===== config.mk =====
export PLATFORM = sky130hd
export DESIGN_NAME = sequence_control_unit
export DESIGN_NICKNAME = d
export VERILOG_FILES = /design/src/rtl/sequence_control_unit_pkg.sv /design/src/rtl/sequence_control_unit_sequence_counter.sv /design/src/rtl/sequence_control_unit.sv
export SDC_FILE = /design/constraint.sdc
export NUM_CORES = 1
export LEC_CHECK = 0
export ABC_AREA = 0
export ABC_CLOCK_PERIOD_IN_PS = 2100
export BUFFER_PORTS_ARGS = -buffer_cell sky130_fd_sc_hd__buf_2
export CAP_MARGIN = 20
export CELL_PAD_IN_SITES_DETAIL_PLACEMENT = 1
export CELL_PAD_IN_SITES_GLOBAL_PLACEMENT = 2
export CORE_UTILIZATION = 16
export CTS_CLUSTER_DIAMETER = 100
export CTS_CLUSTER_SIZE = 10
export DETAILED_ROUTE_END_ITERATION = 8
export GPL_ROUTABILITY_DRIVEN = 0
export PLACE_DENSITY = 0.88
export SKIP_LAST_GASP = 1
export SLEW_MARGIN = 5
export SYNTH_ARGS = -nofsm -noshare
export SYNTH_HDL_FRONTEND = slang
export SYNTH_SLANG_ARGS = --single-unit

===== constraint.sdc =====
create_clock -name Clock -period 2.1 [get_ports Clock]
set_input_delay 0.105 -clock Clock [delete_from_list [all_inputs] [get_ports Clock]]
set_output_delay 0.105 -clock Clock [all_outputs]
set_load 0.02 [all_outputs]

===== src/rtl/sequence_control_unit_pkg.sv =====
// Shared types and encodings for the sequence control unit and its datapath:
// state enum, opcodes, FunSel/ALU/OutSel codes and register-select helpers.
package sequence_control_unit_pkg;

  typedef enum logic [2:0] {
    ST_CLR  = 3'd0,
    ST_T0   = 3'd1,
    ST_T1   = 3'd2,
    ST_T2   = 3'd3,
    ST_T3   = 3'd4,
    ST_HALT = 3'd5
  } state_e;

  localparam logic [5:0] OP_BRA = 6'h00;
  localparam logic [5:0] OP_BEQ = 6'h01;
  localparam logic [5:0] OP_LDI = 6'h02;
  localparam logic [5:0] OP_LD  = 6'h03;
  localparam logic [5:0] OP_ST  = 6'h04;
  localparam logic [5:0] OP_ADD = 6'h05;
  localparam logic [5:0] OP_SUB = 6'h06;
  localparam logic [5:0] OP_AND = 6'h07;
  localparam logic [5:0] OP_ORR = 6'h08;
  localparam logic [5:0] OP_HLT = 6'h3F;

  localparam logic [2:0] FUNSEL_CLEAR = 3'b011;
  localparam logic [2:0] FUNSEL_LOAD  = 3'b010;
  localparam logic [2:0] FUNSEL_INC   = 3'b001;

  localparam logic [4:0] ALU_PASSA = 5'b10000;
  localparam logic [4:0] ALU_ADD   = 5'b10100;
  localparam logic [4:0] ALU_SUB   = 5'b10110;
  localparam logic [4:0] ALU_AND   = 5'b10111;
  localparam logic [4:0] ALU_ORR   = 5'b11000;

  localparam logic [1:0] OUTSEL_PC = 2'b00;
  localparam logic [1:0] OUTSEL_AR = 2'b10;
  localparam logic [1:0] OUTSEL_SP = 2'b11;

  // ARF_RegSel bit order is {PC, AR, SP}.
  localparam logic [2:0] ARF_SEL_PC = 3'b100;
  localparam logic [2:0] ARF_SEL_AR = 3'b010;
  localparam logic [2:0] ARF_SEL_SP = 3'b001;

  // Register field 0..3 names R1..R4, which sit at RegSel bit3..bit0.
  function automatic logic [3:0] onehot(input logic [1:0] x);
    return 4'b1000 >> x;
  endfunction

  function automatic logic [4:0] alu_op(input logic [5:0] opcode);
    case (opcode)
      OP_ADD:  return ALU_ADD;
      OP_SUB:  return ALU_SUB;
      OP_AND:  return ALU_AND;
      default: return ALU_ORR;
    endcase
  endfunction

endpackage


===== src/rtl/sequence_control_unit_sequence_counter.sv =====
// State register and next-state logic: CLR -> T0 -> T1 -> T2 [-> T3] -> T0,
// with HLT parking in HALT until reset.
module sequence_counter
  import sequence_control_unit_pkg::*;
(
  input  logic       clk_i,
  input  logic       rst_ni,
  input  logic [5:0] opcode_i,
  output state_e     state_o
);

  state_e state_q, state_d;

  always_ff @(posedge clk_i or negedge rst_ni) begin
    if (!rst_ni) state_q <= ST_CLR;
    else         state_q <= state_d;
  end

  always_comb begin
    state_d = state_q;
    case (state_q)
      ST_CLR: state_d = ST_T0;
      ST_T0:  state_d = ST_T1;
      ST_T1:  state_d = ST_T2;
      ST_T2: begin
        case (opcode_i)
          OP_LD, OP_ST: state_d = ST_T3;
          OP_HLT:       state_d = ST_HALT;
          default:      state_d = ST_T0;
        endcase
      end
      ST_T3:   state_d = ST_T0;
      ST_HALT: state_d = ST_HALT;
      default: state_d = ST_CLR;
    endcase
  end

  assign state_o = state_q;

endmodule


===== src/rtl/sequence_control_unit.sv =====
// Hardwired controller: Moore decode of the sequence state and IROut into the
// datapath control word. Dbg_State exposes the current state.
module sequence_control_unit
  import sequence_control_unit_pkg::*;
(
  input  logic        Clock,
  input  logic        Reset,
  input  logic [15:0] IROut,
  input  logic [3:0]  FlagsOut,
  output logic [2:0]  RF_FunSel,
  output logic [2:0]  ARF_FunSel,
  output logic [4:0]  ALU_FunSel,
  output logic [2:0]  RF_OutASel,
  output logic [2:0]  RF_OutBSel,
  output logic [3:0]  RF_RegSel,
  output logic [3:0]  RF_ScrSel,
  output logic [1:0]  ARF_OutCSel,
  output logic [1:0]  ARF_OutDSel,
  output logic [2:0]  ARF_RegSel,
  output logic [1:0]  MuxASel,
  output logic [1:0]  MuxBSel,
  output logic [0:0]  MuxCSel,
  output logic        ALU_WF,
  output logic        IR_LH,
  output logic        IR_Write,
  output logic        Mem_WR,
  output logic        Mem_CS,
  output logic        Halted,
  output state_e      Dbg_State
);

  state_e     state;
  logic [5:0] opcode;
  logic [1:0] r_fld, dst_fld, s1_fld, s2_fld;
  logic       flag_z;
  logic [2:0] unused_flags;

  assign opcode       = IROut[15:10];
  assign r_fld        = IROut[9:8];
  assign dst_fld      = IROut[5:4];
  assign s1_fld       = IROut[3:2];
  assign s2_fld       = IROut[1:0];
  assign flag_z       = FlagsOut[3];
  assign unused_flags = FlagsOut[2:0];

  sequence_counter u_seq (
    .clk_i    (Clock),
    .rst_ni   (Reset),
    .opcode_i (opcode),
    .state_o  (state)
  );

  assign Dbg_State = state;

  // IMM reaches the datapath through MuxA/MuxB input 11, so only selects are driven here.
  always_comb begin
    RF_FunSel   = '0;
    ARF_FunSel  = '0;
    ALU_FunSel  = '0;
    RF_OutASel  = '0;
    RF_OutBSel  = '0;
    RF_RegSel   = '0;
    RF_ScrSel   = '0;
    ARF_OutCSel = '0;
    ARF_OutDSel = OUTSEL_PC;
    ARF_RegSel  = '0;
    MuxASel     = '0;
    MuxBSel     = '0;
    MuxCSel     = '0;
    ALU_WF      = 1'b0;
    IR_LH       = 1'b0;
    IR_Write    = 1'b0;
    Mem_WR      = 1'b0;
    Mem_CS      = 1'b1;
    Halted      = 1'b0;
    if (Reset) begin
      case (state)
        ST_CLR: begin
          RF_RegSel  = 4'b1111;
          RF_ScrSel  = 4'b1111;
          ARF_RegSel = ARF_SEL_PC | ARF_SEL_AR | ARF_SEL_SP;
          RF_FunSel  = FUNSEL_CLEAR;
          ARF_FunSel = FUNSEL_CLEAR;
        end
        ST_T0, ST_T1: begin
          ARF_OutDSel = OUTSEL_PC;
          Mem_CS      = 1'b0;
          IR_Write    = 1'b1;
          IR_LH       = (state == ST_T1);
          ARF_RegSel  = ARF_SEL_PC;
          ARF_FunSel  = FUNSEL_INC;
        end
        ST_T2: begin
          case (opcode)
            OP_BRA, OP_BEQ: begin
              if (opcode == OP_BRA || flag_z) begin
                MuxBSel    = 2'b11;
                ARF_RegSel = ARF_SEL_PC;
                ARF_FunSel = FUNSEL_LOAD;
              end
            end
            OP_LDI: begin
              MuxASel   = 2'b11;
              RF_RegSel = onehot(r_fld);
              RF_FunSel = FUNSEL_LOAD;
            end
            OP_LD, OP_ST: begin
              MuxBSel    = 2'b11;
              ARF_RegSel = ARF_SEL_AR;
              ARF_FunSel = FUNSEL_LOAD;
            end
            OP_ADD, OP_SUB, OP_AND, OP_ORR: begin
              RF_OutASel = {1'b0, s1_fld};
              RF_OutBSel = {1'b0, s2_fld};
              ALU_FunSel = alu_op(opcode);
              ALU_WF     = 1'b1;
              MuxASel    = 2'b00;
              RF_RegSel  = onehot(dst_fld);
              RF_FunSel  = FUNSEL_LOAD;
            end
            default: ;
          endcase
        end
        ST_T3: begin
          ARF_OutDSel = OUTSEL_AR;
          Mem_CS      = 1'b0;
          if (opcode == OP_ST) begin
            RF_OutASel = {1'b0, r_fld};
            ALU_FunSel = ALU_PASSA;
            MuxCSel    = 1'b0;
            Mem_WR     = 1'b1;
          end else begin
            MuxASel   = 2'b10;
            RF_RegSel = onehot(r_fld);
            RF_FunSel = FUNSEL_LOAD;
          end
        end
        ST_HALT: Halted = 1'b1;
        default: ;
      endcase
    end
  end

endmodule


* After elaboration in Yosys (flattened, before gate mapping)
Cells that the tools add are included.
Cells by class: eq/ne operators 14, mux-type cells 56, shift operators 2, reduce and logical (&&, ||, !) cells 10
Operator list (number):
- $mux W2 | 19
- $eq A6 B3 Y1 const B | 4
- $pmux W4 S3 | 2
- $mux W4 | 4
- $pmux W2 S2 | 4
- $mux W5 | 3
- $pmux W3 S5 | 1
- $mux W1 | 14
- $eq A6 B2 Y1 const B | 2
- $pmux W2 S3 | 2
- $pmux W3 S2 | 2
- $pmux W5 S2 | 1
- $pmux W3 S3 | 1
- $pmux W4 S2 | 1
- $reduce_or A2 Y1 | 4
- $shr A4 B2 Y4 const A | 2
- $eq A3 B2 Y1 const B | 2
- $eq A3 B3 Y1 const B | 2
- $eq A6 B1 Y1 const B | 1
- $eq A6 B4 Y1 const B | 1
- $eq A6 B6 Y1 const B | 1
- $logic_not A6 Y1 | 1
- $mux W3 | 2
- $reduce_or A5 Y1 | 1
- other kinds (5) | 5
Word-level totals: bits in registers 3, bits of input ports 22, output and inout bits 46

* Logic depth before layout (Yosys ltp)
Gate-level depths: netlist (run 1).
depth in word-level cells 6, gate-level depth with buffers 6, depth with buffers taken out 5

* By module
Synthesis (run 1) repeated with hierarchy kept, for this count alone.
Second synthesis, totals: cells, all modules 108, area, all modules 763.2 µm²
By module, submodules not included:
- sequence_control_unit | cells each 91, area each 581.8 µm², times used 1
- sequence_counter | cells each 17, area each 181.4 µm², times used 1

* Least setup slack after synthesis (run 1)
No wires, ideal clock.
path kind reg2out, start point register u_seq.state_q[0], in the netlist u_seq.state_o[0], end point output RF_OutASel[0], arrival 2278 ps, stages on the path, launching flop included 5, required time 1995 ps, slack -283 ps, path buffers 0, cells stage by stage dfrtp_1 -> nor3b_1 -> and2_1 -> nor4b_1 -> a22o_1
On the way: longest elaborated chain between the ends 3, elaborated cells between the ends (all ways) 4
RTL lines:
- start: declaration | RTL line sequence_control_unit_sequence_counter.sv:12 | state_e state_q, state_d;
- start signal: assignment | RTL line sequence_control_unit_sequence_counter.sv:16 | else state_q <= state_d;
- $eq A3 B3 Y1 or $eq A3 B2 Y1 (tied branches) | RTL line sequence_control_unit.sv:77 | case (state)
- $pmux W2 S2 (*) | RTL line sequence_control_unit.sv:77
- $mux W2 (*) | RTL line sequence_control_unit.sv:76 | if (Reset) begin
- end: declaration | RTL line sequence_control_unit.sv:13 | output logic [2:0] RF_OutASel,
Mark *: on every way between the ends. The rest lies on a longest branch, timed or not.

* Worst setup path after layout (run 1)
start point register u_seq.state_q[2], in the netlist u_seq.state_o[2], end point output RF_RegSel[0]
On the way: longest elaborated chain between the ends 3, elaborated cells between the ends (all ways) 5
RTL lines:
- $eq A3 B3 Y1, or another cell as far along | RTL line sequence_control_unit.sv:77
- $pmux W4 S3 (*) | RTL line sequence_control_unit.sv:77
- $mux W4 (*) | RTL line sequence_control_unit.sv:76
- end: declaration | RTL line sequence_control_unit.sv:15 | output logic [3:0] RF_RegSel,
Marks and branches as above.

==> metrics, run 1 <==
Max IR drop VDD=0.175 mV; static leakage power=0.591 nW; GRT Total Usage=10.7%; worst hold path type=input port to async pin; nets=184; Num Clock Sinks=3; post-CTS setup buffer count=0; EDFF count, synth=0; total number of H-tree levels=1; async set-or-reset flop fraction in the synthesized netlist=100%; Avg Inst Size Synth=6.67 um^2; vias per cell=4.35; final period utilization=93.5%; share of post-route cells with drive strength above 1=42.2%; RSZ-0062 raised after global routing=no; vias in the first global route=873; sw frac=52.2%; DRC=0; utilization after layout=24.3%; Die ar.=4910 um^2; Synth area leaders=buf_4, dfrtp_1, nor2_1; Setup crit start kind=flip-flop; Final min period=1.96 ns; Reg clk slew, reported paths=0.03 ns; library cells used by synthesis=41; clock skew=0.00199 ns; critical path type=flip-flop to output port; row count=24; clock buffer depth=2; Seq/Total Area, Yosys=10.1%; Vias=926; Final setup viols=0; global route overflow=0; CORE AREA=4410 um^2; hpwl dp=2090 um; worst-path fanout max=12; max_cap viols=0; n_diodes=0; max FFs per register=3; area leader, netlist=buf_4; share of the synthesized area in the top cell type=14.2%; starting density of the core=16.8%; logic gate share of total power=65.4%; Horiz. Die Dim=70.0 um; CP arrival=1.86 ns; global-route wire length before repair=4220 um; PwrDens=845 nW/um^2; # IOs=68; PortBufs=54; Setup crit end kind=output port; register bit total from synthesis=3; Hold Fails Final Rpt=0; area grow syn2layout=44.9%; R2R Setup Slk=1.04 ns; Mapped Area=741 um^2; Post-Layout Inst Area=1070 um^2; sw power=0.473 mW; Clock Power Share=19.3%; Gate Count Post-Synth=111; clock root cell=clkbuf_8; Final ANT Viol Nets=0; Yosys Warn Count=0; WL final=2600 um; Most used DFF post-synth=dfrtp_1; latest clock arrival within the worst-skew pair=0.22 ns; outcome=complete, no violations; Pins Over Slew Limit=0; FMAX=509 MHz; CTS tree=yes; top cells by count, synth=buf_4, nor2_1, inv_1; cell with the most instances after synthesis=buf_4; Internal Power=0.434 mW; Critical Path RT=2.00 ns; antenna violations before repair=0; largest net degree at the start of global routing=14; Die Y=70.0 um; 1st-iter DRT viols=36; sequential fraction of design power=15.3%; Avg WL per Cell=12.2 um; DP Area=1000 um^2; drt pass-1 iters=4; post-route setup TNS=0 ns; Inserted Clock Buffers=3
## per-layer routing
layer  part of all wire, %  global-route usage, %  wire (um)  vias up
met3                   9.1                   3.17        237        4
met1                    44                   13.6       1150      410
li1                      -                      -          -      474
met2                    45                   16.9       1170       38
met4                   1.4                   4.00         36        0
met5                     0                      0          0        -
## placed cells by master, fill, tap and decap left out, types with 3 or more instances in the layout
master	instances
a21oi_1	5
and3_1	3
buf_2	53
buf_4	4
clkbuf_8	3
conb_1	8
inv_1	7
nand2_1	5
nand2b_1	4
nor2_1	13
nor2b_1	3
nor3_1	5
o21ai_0	4
o221ai_1	4
or2_2	3
## timing repair
item / in CTS / in global routing
resized for setup: 1 / 3
hold endpoints to repair: 3 / 0
hold buffers: 1 / 0
endpoints found under the setup margin: 4 / 7
## cells by family after synthesis
logic type / after synthesis / share of synthesized area (%)
AND/OR/NAND/NOR: 53 / 41.4
buffers and inverters: 27 / 22.3
AO/OA/AOI/OAI: 26 / 24.5
flip-flops: 3 / 10.1
XOR/XNOR: 1 / 1.18
other: 1 / 0.506
## power by group through the flow
stage	registers (mW)	logic (mW)	clock network, mW
CTS	0.137	0.599	0.178
finish	0.138	0.593	0.175
floorplan	0.121	0.452	0
detailed placement	0.135	0.594	0
global route	0.153	0.655	0.184
global placement	0.136	0.589	0
## worst max-delay path, stage by stage, from the launching register on
cell and delay, ns:
dfrtp_1 0.53, and3b_1 0.25, and4bb_1 0.24, o211ai_1 0.28, o221ai_1 0.15, buf_2 0.18
## worst paths after layout
path / startpoint / end / depth (start not counted)
setup / recovery: u_seq.state_o[2]$_DFF_PN0_ / RF_RegSel[0] / 5
hold / removal: Reset / u_seq.state_o[0]$_DFF_PN0_ / 2
setup reg to reg: u_seq.state_o[0]$_DFF_PN0_ / u_seq.state_o[1]$_DFF_PN0_ / 3
hold reg to reg: u_seq.state_o[1]$_DFF_PN0_ / u_seq.state_o[0]$_DFF_PN0_ / 1
max in group asynchronous: Reset / u_seq.state_o[1]$_DFF_PN0_ / 2
min in group Clock: IROut[13] / u_seq.state_o[2]$_DFF_PN0_ / 5
## through the flow
step	hold slack, ns	power [mW]	setup WS (ns)	cells
4_1_cts	0.261	0.914	0.0817	213
2_1_floorplan	-0.191	0.573	0.114	118
3_5_place_dp	-0.0452	0.730	0.213	208
6_report	0.262	0.907	0.136	213
5_1_grt	0.285	0.991	0.0154	213
3_3_place_gp	-0.0450	0.725	0.264	208
## cell type report
cell class | instances | area, um^2
Clock buffer | 4 | 45.0
Fill cell | 572 | 3340
Inverter | 7 | 26.3
Multi-Input combinational cell | 88 | 548
Sequential cell | 3 | 76.3
Tap cell | 52 | 65.1
Timing Repair Buffer | 59 | 313
Note: power is estimated with default switching activity, not from simulation.
==> run 2: changes to the inputs <==
--- a/config.mk
+++ b/config.mk
@@ -9,14 +9,12 @@
 export ABC_CLOCK_PERIOD_IN_PS = 2100
 export BUFFER_PORTS_ARGS = -buffer_cell sky130_fd_sc_hd__buf_2
 export CAP_MARGIN = 20
-export CELL_PAD_IN_SITES_DETAIL_PLACEMENT = 1
-export CELL_PAD_IN_SITES_GLOBAL_PLACEMENT = 2
-export CORE_UTILIZATION = 16
+export CORE_UTILIZATION = 37
 export CTS_CLUSTER_DIAMETER = 100
 export CTS_CLUSTER_SIZE = 10
 export DETAILED_ROUTE_END_ITERATION = 8
 export GPL_ROUTABILITY_DRIVEN = 0
-export PLACE_DENSITY = 0.88
+export PLACE_DENSITY = 0.91
 export SKIP_LAST_GASP = 1
 export SLEW_MARGIN = 5
 export SYNTH_ARGS = -nofsm -noshare
==> run 2 against run 1 <==
- count of clock-buffer cells in the layout is the same
- die area shrank 55%
- register-to-register slack gained 0.02 ns
- fmax shrank 1.6%
- non-clock buffer count shrank 2
- via count grew 6.5%
- critical endpoint unchanged
- largest power group unchanged
==> metrics, run 2 (same netlist as run 1, synthesis figures left out) <==
outcome=complete, no violations; Max IR drop VDD=0.402 mV (+130%); commonest cells after routing, fill and taps aside=buf_2, nor2_1, conb_1; clock root cell=clkbuf_4; Num Clock Sinks=3 (unchanged); DRC=0 (unchanged); total number of H-tree levels=1 (unchanged); CP arrival=1.89 ns (+0.03 ns); worst-path cell chain=and3b_1 > and4bb_1 > o211ai_1 > o221ai_1 > buf_2; Die Y=46.7 um (-33%); starting density of the core=41.1% (+24 points); PwrDens=836 nW/um^2 (-1.0%); largest net degree at the start of global routing=14 (unchanged); slowest CP cell=dfrtp_1; antenna violations before repair=0 (unchanged); final period utilization=95.1% (+1.6 points); worst hold path type=input port to async pin; Final Power=0.854 mW (-5.8%); Critical Path RT=2.00 ns (about the same); Horiz. Die Dim=46.7 um (-33%); nets=182 (-1.1%); reg2reg path depth=3 (unchanged); PortBufs=54 (unchanged); Hold Fails Final Rpt=0 (unchanged); hpwl dp=1740 um (-17%); vias per cell=5.36 (+23%); Buf/Inv on CP=1 (unchanged); share of post-route cells with drive strength above 1=43.4% (+1.2 points); Final setup viols=0 (unchanged); vias in the first global route=739 (-15%); Setup crit end kind=output port; Die ar.=2180 um^2 (-55%); GRT Total Usage=19.0% (+8.3 points); clock skew=0.00760 ns (+0.00561 ns); WL final=2260 um (-13%); FMAX=501 MHz (-1.6%); CP top delay family=simple AND/OR/NAND/NOR gates; R2R Path End=u_seq.state_o[1]$_DFF_PN0_; global route overflow=0 (unchanged); latest clock arrival within the worst-skew pair=0.25 ns (+0.03 ns); Final min period=2.00 ns (+0.0327 ns); n_diodes=0 (unchanged); R2R Setup Slk=1.06 ns (+0.02 ns); critical path type=flip-flop to output port; r2r startpoint=u_seq.state_o[0]$_DFF_PN0_; CP max stage delay=0.49 ns (-0.04 ns); drt pass-1 iters=4 (unchanged); row count=15 (-38%); worst setup margin=0.104 ns (-0.0327 ns); global-route wire length before repair=2970 um (-30%); Avg WL per Cell=12.3 um (+0.73%); Critical Path Source=u_seq.state_o[2]$_DFF_PN0_; Vias=986 (+6.5%); worst-path fanout max=12 (unchanged); Final ANT Viol Nets=0 (unchanged); Setup crit start kind=flip-flop; CORE AREA=1800 um^2 (-59%); static leakage power=0.576 nW (-2.6%); CTS tree=yes; clock buffer depth=2 (unchanged); leading cell type in the layout, fill and taps excluded=buf_2; Pins Over Slew Limit=0 (unchanged); max_cap viols=0 (unchanged); Place WS=0.202 ns (-0.0104 ns); area grow syn2layout=37.8%; # IOs=68 (unchanged); Inserted Clock Buffers=3 (unchanged); 1st-iter DRT viols=34 (-5.6%); Reg clk slew, reported paths=0.04 ns (about the same); max FFs per register=3 (unchanged)
==> run 2: power breakdown <==
group	internal (mW)	leakage, nW	total (mW)	switching [mW]
registers	0.0835	0.0346	0.138	0.0550
clock network	0.0718	0.0150	0.111	0.0387
logic	0.220	0.526	0.605	0.385
total	0.375	0.576	0.854	0.478
==> run 2: repair_timing <==
action / CTS / global route
setup buffers: 0 / 1
hold buffers: 1 / 0
resized for setup: 2 / 5
endpoints found under the hold margin: 3 / 0
endpoints found under the setup margin: 6 / 8
==> run 2: worst max path at each step <==
stage | depth (start not counted) | slack, ns | to
floorplan | 4 | 0.11 | RF_OutASel[0]
global placement | 6 | 0.29 | RF_OutASel[1]
detailed placement | 6 | 0.20 | RF_OutASel[1]
CTS | 6 | -0.0003 | RF_OutASel[1]
global route | 6 | -0.00003 | RF_OutASel[1]
finish | 5 | 0.10 | RF_RegSel[0]
==> run 2: final cells by class <==
type                    instances  area (um^2)
fillers                       179          781
well taps                      25         31.3
flip-flops and latches          3         77.6
multi-input cells              88          564
clock buffers                   4         26.3
repair buffers                 57          295
inverters                       7         26.3
==> run 2: routing by layer <==
| layer | global-route usage (%) | up-vias | share of wire, % |
|---|---|---|---|
| met5 | 0 | - | 0 |
| met4 | 6.86 | 0 | 0.93 |
| met3 | 2.31 | 2 | 12 |
| met2 | 36.1 | 80 | 49 |
| met1 | 21.6 | 431 | 38 |
| li1 | - | 473 | - |
==> run 2: per-stage QoR <==
stage             TNS, ns  hold slack, ns  utilization (%)  area, um^2  cells
2_1_floorplan           0          -0.191                -         773    118
3_3_place_gp            0         -0.0537             52.4         943    178
3_5_place_dp            0         -0.0509             52.4         943    178
4_1_cts         -0.000274           0.222             55.0         991    183
5_1_grt        -0.0000318           0.241             56.7        1020    184
6_report                0           0.221             56.7        1020    184
==> run 2: worst reg2reg max path: stages (launching register included) <==
cell and delay (ns):
dfrtp_2 0.44, buf_4 0.18, xnor2_1 0.20, nor2_1 0.09
==> run 3: changes to the inputs <==
--- a/config.mk
+++ b/config.mk
@@ -9,6 +9,7 @@
 export ABC_CLOCK_PERIOD_IN_PS = 2100
 export BUFFER_PORTS_ARGS = -buffer_cell sky130_fd_sc_hd__buf_2
 export CAP_MARGIN = 20
+export CORE_MARGIN = 4
 export CORE_UTILIZATION = 37
 export CTS_CLUSTER_DIAMETER = 100
 export CTS_CLUSTER_SIZE = 10
==> run 3 against run 2 <==
- worst hold slack improved by 0.020 ns
- clock skew decreased by 0.0011 ns
- count of clock-buffer cells in the layout unchanged
- via count increased by 0.10%
- worst setup slack got worse by 0.0074 ns
- total power about the same
- sequential cell count unchanged
- largest power group unchanged
- first-iteration DRC count decreased by 15%
- critical path depth increased by 2
- combinational power increased by 0.8%
- clock power decreased by 6%
==> metrics, run 3 (same netlist as run 1, synthesis figures left out) <==
leading cell type in the layout, fill and taps excluded=buf_2; commonest cells after routing, fill and taps aside=buf_2, nor2_1, conb_1; Avg WL per Cell=13.7 um (+12%); Reg clk slew, reported paths=0.04 ns (about the same); Clock Power Share=12.1% (-0.8 points); Pins Over Slew Limit=0 (unchanged); smallest hold slack=0.241 ns (+0.0198 ns); CP arrival=1.90 ns (about the same); clock buffer depth=2 (unchanged); PortBufs=54 (unchanged); Vias=987 (+0.10%); antenna violations before repair=0 (unchanged); drt pass-1 iters=4 (unchanged); Hold Fails Final Rpt=0 (unchanged); latest clock arrival within the worst-skew pair=0.24 ns (about the same); static leakage power=0.578 nW (+0.44%); 1st-iter DRT viols=29 (-15%); Final ANT Viol Nets=0 (unchanged); vias in the first global route=857 (+16%); total number of H-tree levels=1 (unchanged); sw frac=56.0% (about the same); FMAX=499 MHz (-0.37%); max_cap viols=0 (unchanged); WL final=2530 um (+12%); n_diodes=0 (unchanged); largest net degree at the start of global routing=14 (unchanged); Horiz. Die Dim=52.7 um (+13%); r2r startpoint=u_seq.state_o[0]$_DFF_PN0_; logic gate share of total power=71.4% (+0.6 points); RSZ-0062 raised after global routing=yes; sequential fraction of design power=16.5% (+0.3 points); reg2reg path depth=3 (unchanged); outcome=complete, no violations; Num Clock Sinks=3 (unchanged); # IOs=68 (unchanged); R2R Path End=u_seq.state_o[1]$_DFF_PN0_; Die Y=52.7 um (+13%); CORE AREA=1800 um^2 (unchanged); vias per cell=5.34 (-0.44%); Max IR drop VDD=0.452 mV (+12%); post-route setup TNS=0 ns (unchanged); GRT Total Usage=17.3% (-1.7 points); area grow syn2layout=38.5%; Critical Path RT=2.00 ns (about the same); Setup crit end kind=output port; sw power=0.479 mW (about the same); hpwl dp=1930 um (+11%); PwrDens=833 nW/um^2 (-0.43%); critical path type=input port to output port; R2R Setup Slk=1.02 ns (-0.04 ns); Inserted Clock Buffers=3 (unchanged); Final min period=2.00 ns (+0.00743 ns); share of post-route cells with drive strength above 1=43.8% (+0.35 points); nets=183 (+0.55%); row count=15 (unchanged); starting density of the core=41.1% (unchanged); clock skew=0.00648 ns (-0.00112 ns); global-route wire length before repair=3670 um (+24%); worst hold path type=input port to async pin; Worst setup endpoint=RF_RegSel[2]; final period utilization=95.4% (+0.35 points); Setup crit start kind=input port; worst-path fanout max=11 (-1); Critical Path Source=Reset; Final setup viols=0 (unchanged); Die ar.=2780 um^2 (+27%); DRC=0 (unchanged); Internal Power=0.376 mW (about the same); max FFs per register=3 (unchanged); global route overflow=0 (unchanged); CTS tree=yes; clock root cell=clkbuf_4
## run 3: changes by cell type in the layout (fill, tap and decap cells not counted)
cell	change
buf_2	-1
buf_4	+1
clkbuf_4	+1
inv_1	-1
inv_2	+1
nor3b_1	+1
nor3b_2	-1
## run 3: cell type report
type	count	area [um^2]
inverter	7	26.3
tap	25	31.3
multi-input combinational	88	559
fill	185	776
sequential	3	77.6
clock buffer	4	26.3
timing repair buffer	58	305
## run 3: per-layer routing
layer  global-route usage [%]  routed length (um)
met3                     3.42                 340
met1                     20.2                 954
met4                     7.23                  21
met2                     30.2                1220
met5                        0                   0
## run 3: worst min path at each step
| stage | from | end |
|---|---|---|
| final | Reset | u_seq.state_o[0]$_DFF_PN0_ |
| after global routing | Reset | u_seq.state_o[0]$_DFF_PN0_ |
| after CTS | Reset | u_seq.state_o[0]$_DFF_PN0_ |
| after detailed placement | Reset | u_seq.state_o[1]$_DFF_PN0_ |
| after global placement | Reset | u_seq.state_o[1]$_DFF_PN0_ |
| after floorplan | Reset | u_seq.state_o[0]$_DFF_PN0_ |
## run 3: critical path: stages
cell           delay (ns)
dlygate4sd3_1        0.52
clkbuf_4             0.19
nand4b_1             0.23
nor3_4               0.27
nand2_1              0.15
o221ai_1             0.22
buf_2                0.20
## run 3: repair_timing
item	4_1_cts	5_1_grt
endpoints found under the hold margin	3	0
gates resized for setup	1	7
endpoints found under the setup margin	2	10
setup buffers	0	2
pin swaps	0	1
hold buffers	1	0
## run 3: metrics by stage
stage | total power, mW | setup slack [ns] | std cells | instance area (um^2) | utilization [%]
3_5_place_dp | 0.712 | 0.221 | 178 | 943 | 52.4
5_1_grt | 0.911 | -0.0204 | 185 | 1030 | 56.9
2_1_floorplan | 0.573 | 0.114 | 118 | 773 | -
3_3_place_gp | 0.697 | 0.287 | 178 | 943 | 52.4
4_1_cts | 0.823 | 0.0163 | 183 | 985 | 54.7
6_report | 0.854 | 0.0963 | 185 | 1030 | 56.9
## run 3: power by group through the flow
stage	Combinational, mW	Sequential (mW)	Clock [mW]
detailed placement	0.580	0.132	0
finish	0.610	0.141	0.104
global route	0.658	0.143	0.110
global placement	0.569	0.128	0
floorplan	0.452	0.121	0
CTS	0.588	0.132	0.102
